[src/rtl/object_ctrl_pkg.sv]
// Shared definitions for the object display controllers: mode encoding,
// default frame geometry and the renderer output pair for each mode.
package object_ctrl_pkg;

  // Display mode of the rectangle object.
  typedef enum logic [1:0] {
    MODE_OFF     = 2'd0,
    MODE_RECT    = 2'd1,
    MODE_OVERLAY = 2'd2,
    MODE_BLINK   = 2'd3
  } mode_t;

  // Default last counter values of a 640x480 VGA frame (800 x 525 total).
  localparam int DEFAULT_H_LAST = 799;
  localparam int DEFAULT_V_LAST = 524;

  // Renderer controls for a mode, packed as {full_screen, rectangle_select}.
  // BLINK drives rectangle_select from the current blink phase.
  function automatic logic [1:0] mode_outputs(input mode_t m, input logic blink_phase);
    logic [1:0] pair;
    case (m)
      MODE_OFF:     pair = 2'b10;
      MODE_RECT:    pair = 2'b11;
      MODE_OVERLAY: pair = 2'b01;
      MODE_BLINK:   pair = {1'b1, blink_phase};
      default:      pair = 2'b10;
    endcase
    return pair;
  endfunction

endpackage

[src/rtl/frame_boundary_detect.sv]
// Frame-end strobe: high for the single cycle where the pixel counters sit
// on the last pixel of the last line. Exact compares only, so counter values
// outside the frame never produce a strobe.
module frame_boundary_detect
  import object_ctrl_pkg::*;
#(
  parameter int H_LAST = DEFAULT_H_LAST,
  parameter int V_LAST = DEFAULT_V_LAST
) (
  input  logic [9:0] HCount,
  input  logic [9:0] VCount,
  output logic       frame_end
);

  assign frame_end = (HCount == 10'(H_LAST)) && (VCount == 10'(V_LAST));

endmodule

[src/rtl/object_mode_scheduler.sv]
// Frame-synchronous mode sequencer for the rectangle object. Mode-advance
// requests are collected during a frame and committed only on the frame-end
// edge, together with a one-cycle frame_tick, so the renderer never sees a
// mid-frame mode change. All outputs are registered.
// Optional feature: define RECT_BLINK_EN to add the BLINK mode and its
// frame-counting blink engine (OFF->RECT->OVERLAY->BLINK->OFF).
module object_mode_scheduler
  import object_ctrl_pkg::*;
#(
  parameter int H_LAST       = DEFAULT_H_LAST,
  parameter int V_LAST       = DEFAULT_V_LAST,
  parameter int BLINK_FRAMES = 30
) (
  input  logic       clk,
  input  logic       reset,
  input  logic [9:0] HCount,
  input  logic [9:0] VCount,
  input  logic       mode_req,
  input  logic       hold,
  output logic       rectangle_select,
  output logic       full_screen,
  output logic       frame_tick,
  output logic [1:0] mode
);

  logic  frame_end;
  mode_t mode_reg, mode_next;
  logic  pending_reg, pending_next;
  logic  rect_sel_reg, full_screen_reg, frame_tick_reg;
  logic  phase_next;
  logic [1:0] out_pair_next;

  frame_boundary_detect #(
    .H_LAST(H_LAST),
    .V_LAST(V_LAST)
  ) u_frame_boundary_detect (
    .HCount   (HCount),
    .VCount   (VCount),
    .frame_end(frame_end)
  );

  function automatic mode_t advance_mode(input mode_t m);
    mode_t n;
    case (m)
      MODE_OFF:     n = MODE_RECT;
      MODE_RECT:    n = MODE_OVERLAY;
`ifdef RECT_BLINK_EN
      MODE_OVERLAY: n = MODE_BLINK;
`else
      MODE_OVERLAY: n = MODE_OFF;
`endif
      default:      n = MODE_OFF;
    endcase
    return n;
  endfunction

  // Mode FSM next state: a request arriving on the frame-end cycle itself
  // still counts for that frame end; hold defers the commit but keeps it pending.
  always_comb begin
    mode_next    = mode_reg;
    pending_next = pending_reg;
    if (mode_req) begin
      pending_next = 1'b1;
    end
    if (frame_end && (pending_reg || mode_req) && !hold) begin
      mode_next    = advance_mode(mode_reg);
      pending_next = 1'b0;
    end
  end

`ifdef RECT_BLINK_EN
  localparam logic [7:0] BLINK_LAST = 8'(BLINK_FRAMES - 1);

  logic [7:0] count_reg, count_next;
  logic       phase_reg;

  // Blink engine: counts frames while in BLINK (hold does not pause it),
  // restarts visible on entry and clears itself once BLINK is left.
  always_comb begin
    count_next = count_reg;
    phase_next = phase_reg;
    if (frame_end) begin
      if (mode_next != MODE_BLINK) begin
        count_next = 8'd0;
        phase_next = 1'b0;
      end else if (mode_reg != MODE_BLINK) begin
        count_next = 8'd0;
        phase_next = 1'b1;
      end else if (count_reg == BLINK_LAST) begin
        count_next = 8'd0;
        phase_next = ~phase_reg;
      end else begin
        count_next = count_reg + 8'd1;
      end
    end
  end

  // Blink counter and phase registers.
  always_ff @(posedge clk) begin
    if (reset) begin
      count_reg <= 8'd0;
      phase_reg <= 1'b0;
    end else begin
      count_reg <= count_next;
      phase_reg <= phase_next;
    end
  end
`else
  // Without BLINK the phase is never used; the blink period is left unconnected.
  logic [7:0] blink_frames_unused;
  assign blink_frames_unused = 8'(BLINK_FRAMES);
  assign phase_next          = 1'b0;
`endif

  assign out_pair_next = mode_outputs(mode_next, phase_next);

  // State and output registers; mode-dependent outputs update on the same
  // edge as frame_tick because they are derived from the next mode.
  always_ff @(posedge clk) begin
    if (reset) begin
      mode_reg        <= MODE_OFF;
      pending_reg     <= 1'b0;
      full_screen_reg <= 1'b1;
      rect_sel_reg    <= 1'b0;
      frame_tick_reg  <= 1'b0;
    end else begin
      mode_reg        <= mode_next;
      pending_reg     <= pending_next;
      full_screen_reg <= out_pair_next[1];
      rect_sel_reg    <= out_pair_next[0];
      frame_tick_reg  <= frame_end;
    end
  end

  assign mode             = mode_reg;
  assign full_screen      = full_screen_reg;
  assign rectangle_select = rect_sel_reg;
  assign frame_tick       = frame_tick_reg;

endmodule
[config.mk]
export PLATFORM = sky130hd
export DESIGN_NAME = object_mode_scheduler
export DESIGN_NICKNAME = d
export VERILOG_FILES = /design/src/rtl/object_ctrl_pkg.sv /design/src/rtl/frame_boundary_detect.sv /design/src/rtl/object_mode_scheduler.sv
export SDC_FILE = /design/constraint.sdc
export NUM_CORES = 1
export LEC_CHECK = 0
export BUFFER_PORTS_ARGS = -buffer_cell sky130_fd_sc_hd__buf_4
export CAP_MARGIN = 20
export CORE_AREA = 3 3 40 42
export DETAILED_ROUTE_END_ITERATION = 8
export DIE_AREA = 0 0 43 45
export SLEW_MARGIN = 20
export SYNTH_ARGS = -nofsm -noshare
export SYNTH_HDL_FRONTEND = slang
export SYNTH_SLANG_ARGS = --single-unit
[constraint.sdc]
create_clock -name clk -period 2.6 [get_ports clk]
set_clock_uncertainty 0.15 [all_clocks]
set_input_delay 0.52 -clock clk [delete_from_list [all_inputs] [get_ports clk]]
set_output_delay 0.52 -clock clk [all_outputs]
set_load 0.01 [all_outputs]
## Word level (Yosys, flattened, before mapping)

Index checks and enable logic that the tools add are counted.

| operators by class | value |
|---|---|
| equal/unequal tests | 6 |
| muxes and demuxes | 3 |
| reduce and logical (&&, ||, !) cells | 9 |

Operator list:

| operator | number |
|---|---|
| $eq 10x10->1 const B | 2 |
| $pmux 2 s3 | 1 |
| $eq 2x1->1 const B | 2 |
| $eq 2x2->1 const B | 2 |
| $logic_not 2->1 | 2 |
| $pmux 2 s2 | 1 |
| $reduce_or 2->1 | 2 |
| $logic_and 1x1->1 | 3 |
| $mux 2 | 1 |
| $logic_not 1->1 | 1 |
| $logic_or 1x1->1 | 1 |

| storage, ports and cells | value |
|---|---|
| flip-flop bits (word level) | 6 |
| input port bits | 24 |
| output and inout bits | 5 |
| word-level logic and storage cells | 23 |

## Logic depth before layout (Yosys ltp)

Gate-level depths: netlist (run 1).

| depth | value |
|---|---|
| depth in word-level cells | 8 |
| mapped depth | 6 |
| mapped depth without buffers | 6 |

## Hierarchy

From an unflattened synthesis (run 1), not the netlist that was laid out.

| second synthesis, totals | value |
|---|---|
| cells, all modules | 30 |
| area total of the unflattened synthesis | 289.0 µm² |

Modules (own cells, without submodules):

| module | times used | cells each | area each (µm²) | sequential area each (µm²) |
|---|---|---|---|---|
| object_mode_scheduler | 1 | 22 | 229.0 | 120.1 |
| frame_boundary_detect | 1 | 8 | 60.1 | 0.0 |

## Worst setup path before layout (run 1)

Ideal clock, no wire load.

| timing path | value |
|---|---|
| path type | input to register |
| start point | input port HCount[5] |
| end point | register rect_sel_reg, in the netlist rectangle_select |
| library setup time | 0.064 ns |
| arrival time | 1.936 ns |
| data required time | 2.386 ns |
| setup slack | 0.450 ns |
| stages on the path | 6 |
| buffers on the path | 0 |
| cell sequence | nor4b_2 nand3_2 or4_1 and2_1 ha_1 nor2_1 |

| on the way | value |
|---|---|
| cells in the longest elaborated chain, start to end | 8 |
| elaborated cells between the ends (all ways) | 11 |
| those cells by class | eq/ne (4); mux (2); reduce/logical (5) |

RTL lines:

| what | RTL line | RTL |
|---|---|---|
| start: declaration | object_mode_scheduler.sv:16 | `input logic [9:0] HCount,` |
| $eq 10x10->1 (*) | frame_boundary_detect.sv:15 | `assign frame_end = (HCount == 10'(H_LAST)) && (VCount == 10'(V_LAST));` |
| $logic_and 1x1->1 (*) | frame_boundary_detect.sv:15 |  |
| $logic_and 1x1->1 (*) (2 in series) | object_mode_scheduler.sv:65 | `if (frame_end && (pending_reg \|\| mode_req) && !hold) begin` |
| $mux 2 (*) | object_mode_scheduler.sv:65 |  |
| $eq 2x2->1 or $logic_not 2->1 (tied branches) | object_ctrl_pkg.sv:21 | `case (m)` |
| $reduce_or 2->1 (no source line) | n/a |  |
| $pmux 2 s3 (*) | object_ctrl_pkg.sv:21 |  |
| end signal: assignment | object_mode_scheduler.sv:130 | `rect_sel_reg <= out_pair_next[0];` |
| end: declaration | object_mode_scheduler.sv:29 | `logic rect_sel_reg, full_screen_reg, frame_tick_reg;` |

Mark *: on every way between the ends. The rest lies on a longest branch, timed or not.
A chain may end at the register's enable or synchronous reset.

## Worst setup path after layout (run 1)

Same ends and word-level chain as after synthesis.

==> impl_metrics.toml, run 1 <==
[outcome]
outcome = "finished clean"

[cts]
cts_max_path_buffers = 2
numCtsBuffers = 3
clk_pin_slew_ns = 0.04
clock_latency_ns = 0.24
postCtsSetupRepairBufs = 0
cts.repair.resized = 0
htreeDepth = 1
cts-hold-fix-buffers = 0
cts_tree = "yes"
cts_sinks = 6
root_buffer = "clkbuf_4"

[sta]
setup_ws_ns = 0.503
fin_hold_ws_ns = 0.322
setup_tns_ns = 0
setup_viol = 0
layout_min_cycle_time_ns = 2.10
slew_viol_final = 0
rsz0062_at_grt = "no"
tightest_slew_ns = 0.244
finalCritPeriodShare_pct = 80.7
fmax_mhz = 477
slew_headroom_pct = 83.7
final-hold-violation-count = 0

[finish]
n_antenna_cell = 0
layout-drive-gt1-share_pct = 59.0
multi_input_area_sq_um = 186
nets = 88
layout.area.seq_sq_um = 120
nFillCells = 134
area_growth_pct = 81.0

[detailed_routing]
drt-initial-drc-count = 0
vias = 345
routed_wl_microns = 757
vias_per_cell = 4.54
wl_per_cell_microns = 9.96
antenna_left = 0
firstDrtPassIters = 1
drc = 0

[global_routing]
track_usage_pct = 8.86
overflow = 0
antenna_found_initial = 0
grt_pass1_wl_microns = 1210
grt_max_degree = 7
first_global_vias = 324

[die]
core_sq_um = 1280
fp.dieW_microns = 43
rows = 13
num_io_pins = 29
die_area_sq_um = 1940
start_util_pct = 24.1
die_h_microns = 45

[setup_path]
worstPathRequired_ns = 2.63
critical_path_class = "in2reg"
critPathMaxFanout = 6
crit_arrival_ns = 2.13
cp-start-kind = "primary input"
worst_setup_path_end_kind = "flop"

[power]
vdd_ir_drop_max_mv = 0.299
p_leak_nw = 0.255
powerDensity_nw_per_um2 = 382
power_mw = 0.215

[placement]
pre_cts_ws_ns = 0.241
place_hpwl_microns = 670
gp_congestion = 0.653
io_buffers = 28

[synthesis]
ys_types = 17
ys.warnings.count = 0
synth_area_sq_um = 310
ys_seq_elements = 6
avgSynthCellArea_sq_um = 10.3
synthCells = 30
syn-num-nets = 55
synthTopCellsByArea = "dfxtp_1 (39%), nor4b_4 (7.7%), and4b_1 (6.5%)"
synth_top_area_share_pct = 38.7
ys_seq_area_share_pct = 38.7
yosysTopAreaCell = "dfxtp_1"

[hold_path]
holdCritPathClass = "in2reg"

[run]
maxCapViolCount = 0
## critical path, stage by stage
cell     delay, ns
buf_4         0.11
nor4b_2       0.30
nand3_2       0.16
or4_1         0.50
and2_1        0.18
ha_1          0.28
nor2_1        0.09
## metal layers
layer	vias to the layer above	GRT usage, %	wire length, microns
li1	175	-	-
met1	145	7.79	265
met2	23	14.7	368
met3	2	7.57	117
met4	0	3.61	5
met5	-	0	0
## cells in the final DEF, fill, tap and decap left out, drive strengths merged
cell type,instances
buf,28
dfxtp,6
nor2,3
clkbuf,3
and4b,2
o21ai,2
or4,2
nand2,2
nor3,2
a21oi,2
nor4b,2
nand3,1
and4bb,1
nand4bb,1
inv,1
and2,1
nand2b,1
ha,1
## cells by family after synthesis
group / Yosys count / share of synthesized area, %
compound gates: 4 / 6.45
fa+ha+maj: 1 / 4.03
buf+inv: 1 / 1.21
flops: 6 / 38.7
simple gates: 18 / 49.6
## synthesized netlist by cell type
cell type	instances
a21oi_1	2
and2_1	1
and4b_1	2
and4bb_2	1
dfxtp_1	6
ha_1	1
inv_1	1
nand2_1	2
nand2b_1	1
nand3_2	1
nand4bb_2	1
nor2_1	3
nor3_1	2
nor4b_2	1
nor4b_4	1
o21ai_0	2
or4_1	2
## path summary, 6_finish.rpt
kind | startpoint | end | slack, ns | cells after the start
worst max-delay path | HCount[5] | rectangle_select | 0.50 | 7
worst min-delay path | reset | rectangle_select | 0.32 | 2
worst max register to register | pending_reg | rectangle_select | 0.78 | 6
worst min register to register | pending_reg | pending_reg | 0.37 | 2
## metrics by stage
step | util [%] | cells | cell area [sq um]
final | 43.7 | 76 | 562
after global routing | 43.7 | 76 | 562
after CTS | 43.7 | 76 | 562
after detailed placement | 42.0 | 73 | 539
after global placement | 42.0 | 73 | 539
after floorplan | - | 30 | 310
## where the power goes
group | internal (mW) | switching (mW)
logic | 0.0267 | 0.00815
registers | 0.0934 | 0.000226
clock network | 0.0523 | 0.0342
## layout make-up
cell class              instances  share of cell area, %
inverters                       1                  0.668
clock buffers                   3                   4.01
repair buffers                 28                   37.4
flip-flops and latches          6                   21.4
well taps                      15                   3.34
multi-input cells              23                   33.2
No activity file was read; power rests on OpenSTA's default activity.
==> inputs of run 2 (changes only) <==
- ABC_AREA: default -> 1
- CORE_AREA: 3 3 40 42 -> default
- CORE_MARGIN: default -> 3
- CORE_UTILIZATION: default -> 35
- DIE_AREA: 0 0 43 45 -> default
- PLACE_DENSITY: default -> 0.68
- clock period: 2.6 -> 2.2 ns (I/O delays scaled with it)
==> run 2 against run 1 <==
  * First-iteration DRC count rose by 7
  * Synthesized cell count grew to 2.5 times the previous value
  * Non-clock buffer count stayed put
  * Combinational power is 82% higher
  * Worst setup slack gained 0.18 ns
  * Hold slack worse by 0.074 ns
  * Sequential power grew 19%
==> impl_metrics.toml, run 2 <==
[synthesis]
ys_seq_elements = 6
ys_top_cells_by_count = "nand2_1 (22), inv_1 (15), nor2_1 (9)"
synth_top_area_share_pct = 26.3
yosysTopAreaCell = "dfxtp_1"
synthTopCellsByArea = "dfxtp_1 (26%), nand2_1 (18%), inv_1 (12%)"
ys_seq_area_share_pct = 26.3
synth.most_common_cell = "nand2_1"
synthCells = 75
synth_edf_count = 0
avgSynthCellArea_sq_um = 6.09
async_reset_ff_share_pct = 0
ys_types = 14
synth_area_sq_um = 457
syn-num-nets = 100
synth_ff_type = "dfxtp_1"
ys.warnings.count = 0

[global_routing]
use_met3_pct = 6.87
first_global_vias = 457
track_usage_pct = 12.3
antenna_found_initial = 0
grt_pass1_wl_microns = 1670
gr-usage-met1_pct = 14.4
overflow = 0
grt.busiest_layer = "met2"
use_met2_pct = 19.1
grt_max_degree = 6

[setup_path]
slowest_delay_ns = 0.27
critPathBufInv = 3
critical_path_class = "in2reg"
rrSetupSlack_ns = 0.72
r2r-start = "pending_reg"
worst-r2r-cell-count = 8
crit_top_cell = "nand2_1"
worstPathRequired_ns = 2.22
crit_arrival_ns = 1.54
cp_cell_sequence = "buf_4, inv_1, nand2_1, nor2_1, nand2_1, nor2_2, nand4_1, nand2_1, inv_1, ha_1, nor2_1"
critical_path.top_delay_family = "simple AND/OR/NAND/NOR gates"
worst_setup_path_end_kind = "flop"
crit_path_top_delay_cell = "ha_1"
reg2reg_to = "rectangle_select"
cp-start-kind = "primary input"
critPathMaxFanout = 2

[detailed_routing]
wl_per_cell_microns = 8.05
vias_per_cell = 4.17
antenna_left = 0
drc = 0
routed_wl_microns = 966
drt-initial-drc-count = 7
vias = 500
firstDrtPassIters = 6

[sta]
fmax_mhz = 660
setup_tns_ns = 0
rsz0062_at_grt = "no"
finalCritPeriodShare_pct = 68.9
setup_viol = 0
setup_ws_ns = 0.685
slew_viol_final = 0
fin_hold_ws_ns = 0.248
tightest_slew_ns = 0.250
layout_min_cycle_time_ns = 1.51
final-hold-violation-count = 0
slew_headroom_pct = 83.3

[finish]
final_cells = 120
layout_commonest_cell = "buf_4"
area_growth_pct = 54.8
layout_common_cells = "buf_4 (28), nand2_1 (22), inv_1 (15)"
n_antenna_cell = 0
nets = 133
layout-drive-gt1-share_pct = 42.5

[cts]
htreeDepth = 1
clk_pin_slew_ns = 0.04
numCtsBuffers = 3
cts_max_path_buffers = 2
root_buffer = "clkbuf_4"
cts_tree = "yes"
clock_latency_ns = 0.24
cts_sinks = 6
cts-hold-fix-buffers = 0
cts.repair.resized = 0
postCtsSetupRepairBufs = 0

[placement]
pre_cts_ws_ns = 0.489
dp_cells = 117
gp_congestion = 0.725
io_buffers = 28
place_hpwl_microns = 847

[hold_path]
hold_path_end = "mode[0]"
min_from = "reset"
holdCritPathClass = "in2reg"
hold_path_depth = 2

[die]
rows = 12
core_sq_um = 1170
die_area_sq_um = 1770
num_io_pins = 29
die_h_microns = 42.1
fp.dieW_microns = 42.1
start_util_pct = 39.0

[power]
power_mw = 0.273
p_leak_nw = 0.393
vdd_ir_drop_max_mv = 0.373
powerDensity_nw_per_um2 = 386

[run]
maxCapViolCount = 0

[outcome]
outcome = "finished clean"
-- run 2: changes by cell type in the layout (fill, tap and decap cells not counted), moves of 3 or more --
cell     change
nand4_1      +3
inv_1       +14
nand2_1     +20
nor2_1       +6
nor2_2       +8
-- run 2: worst max path at each step --
stage               cells after the start  slack, ns      start                to
floorplan                              10       0.69  VCount[8]  rectangle_select
global placement                        9       0.50  VCount[6]  rectangle_select
detailed placement                      9       0.49  VCount[6]  rectangle_select
CTS                                    11       0.70  VCount[0]  rectangle_select
global route                           11       0.54  VCount[1]  rectangle_select
finish                                 11       0.69  VCount[8]  rectangle_select
-- run 2: worst reg2reg max path, delay by kind of cell, from the launching register on --
kind	cells	cell delay, ns
and+or+nand+nor	6	0.65
buffers and inverters	1	0.05
adders and majority gates	1	0.27
DFF	1	0.30
-- run 2: cell families after synthesis --
kind of cell | synth area share, %
adder cells (fa/ha/maj) | 2.74
AND/OR/NAND/NOR | 57.0
flip-flops | 26.3
buffers and inverters | 14.0
-- run 2: metal layers --
layer	share of wire, %	up-vias	routed length, microns
met1	42	195	407
met3	6.6	0	64
met5	0	-	0
met2	51	18	494
met4	0	0	0
li1	-	287	-
-- run 2: layout make-up --
type	count	area, sq um
Fill cell	111	464
Clock buffer	3	22.5
Tap cell	14	17.5
Inverter	17	63.8
Timing Repair Buffer	28	210
Sequential cell	6	120
Multi-Input combinational cell	52	273
-- run 2: where the power goes --
group	switching (mW)	total, mW	internal [mW]
registers	0.000469	0.111	0.110
logic	0.0273	0.0635	0.0362
clock network	0.0372	0.0987	0.0615
total	0.0650	0.273	0.208
-- run 2: per-stage QoR --
step,cell area [sq um],util [%]
5_1_grt,707,60.4
3_5_place_dp,684,58.4
6_report,707,60.4
2_1_floorplan,457,-
3_3_place_gp,684,58.4
4_1_cts,707,60.4
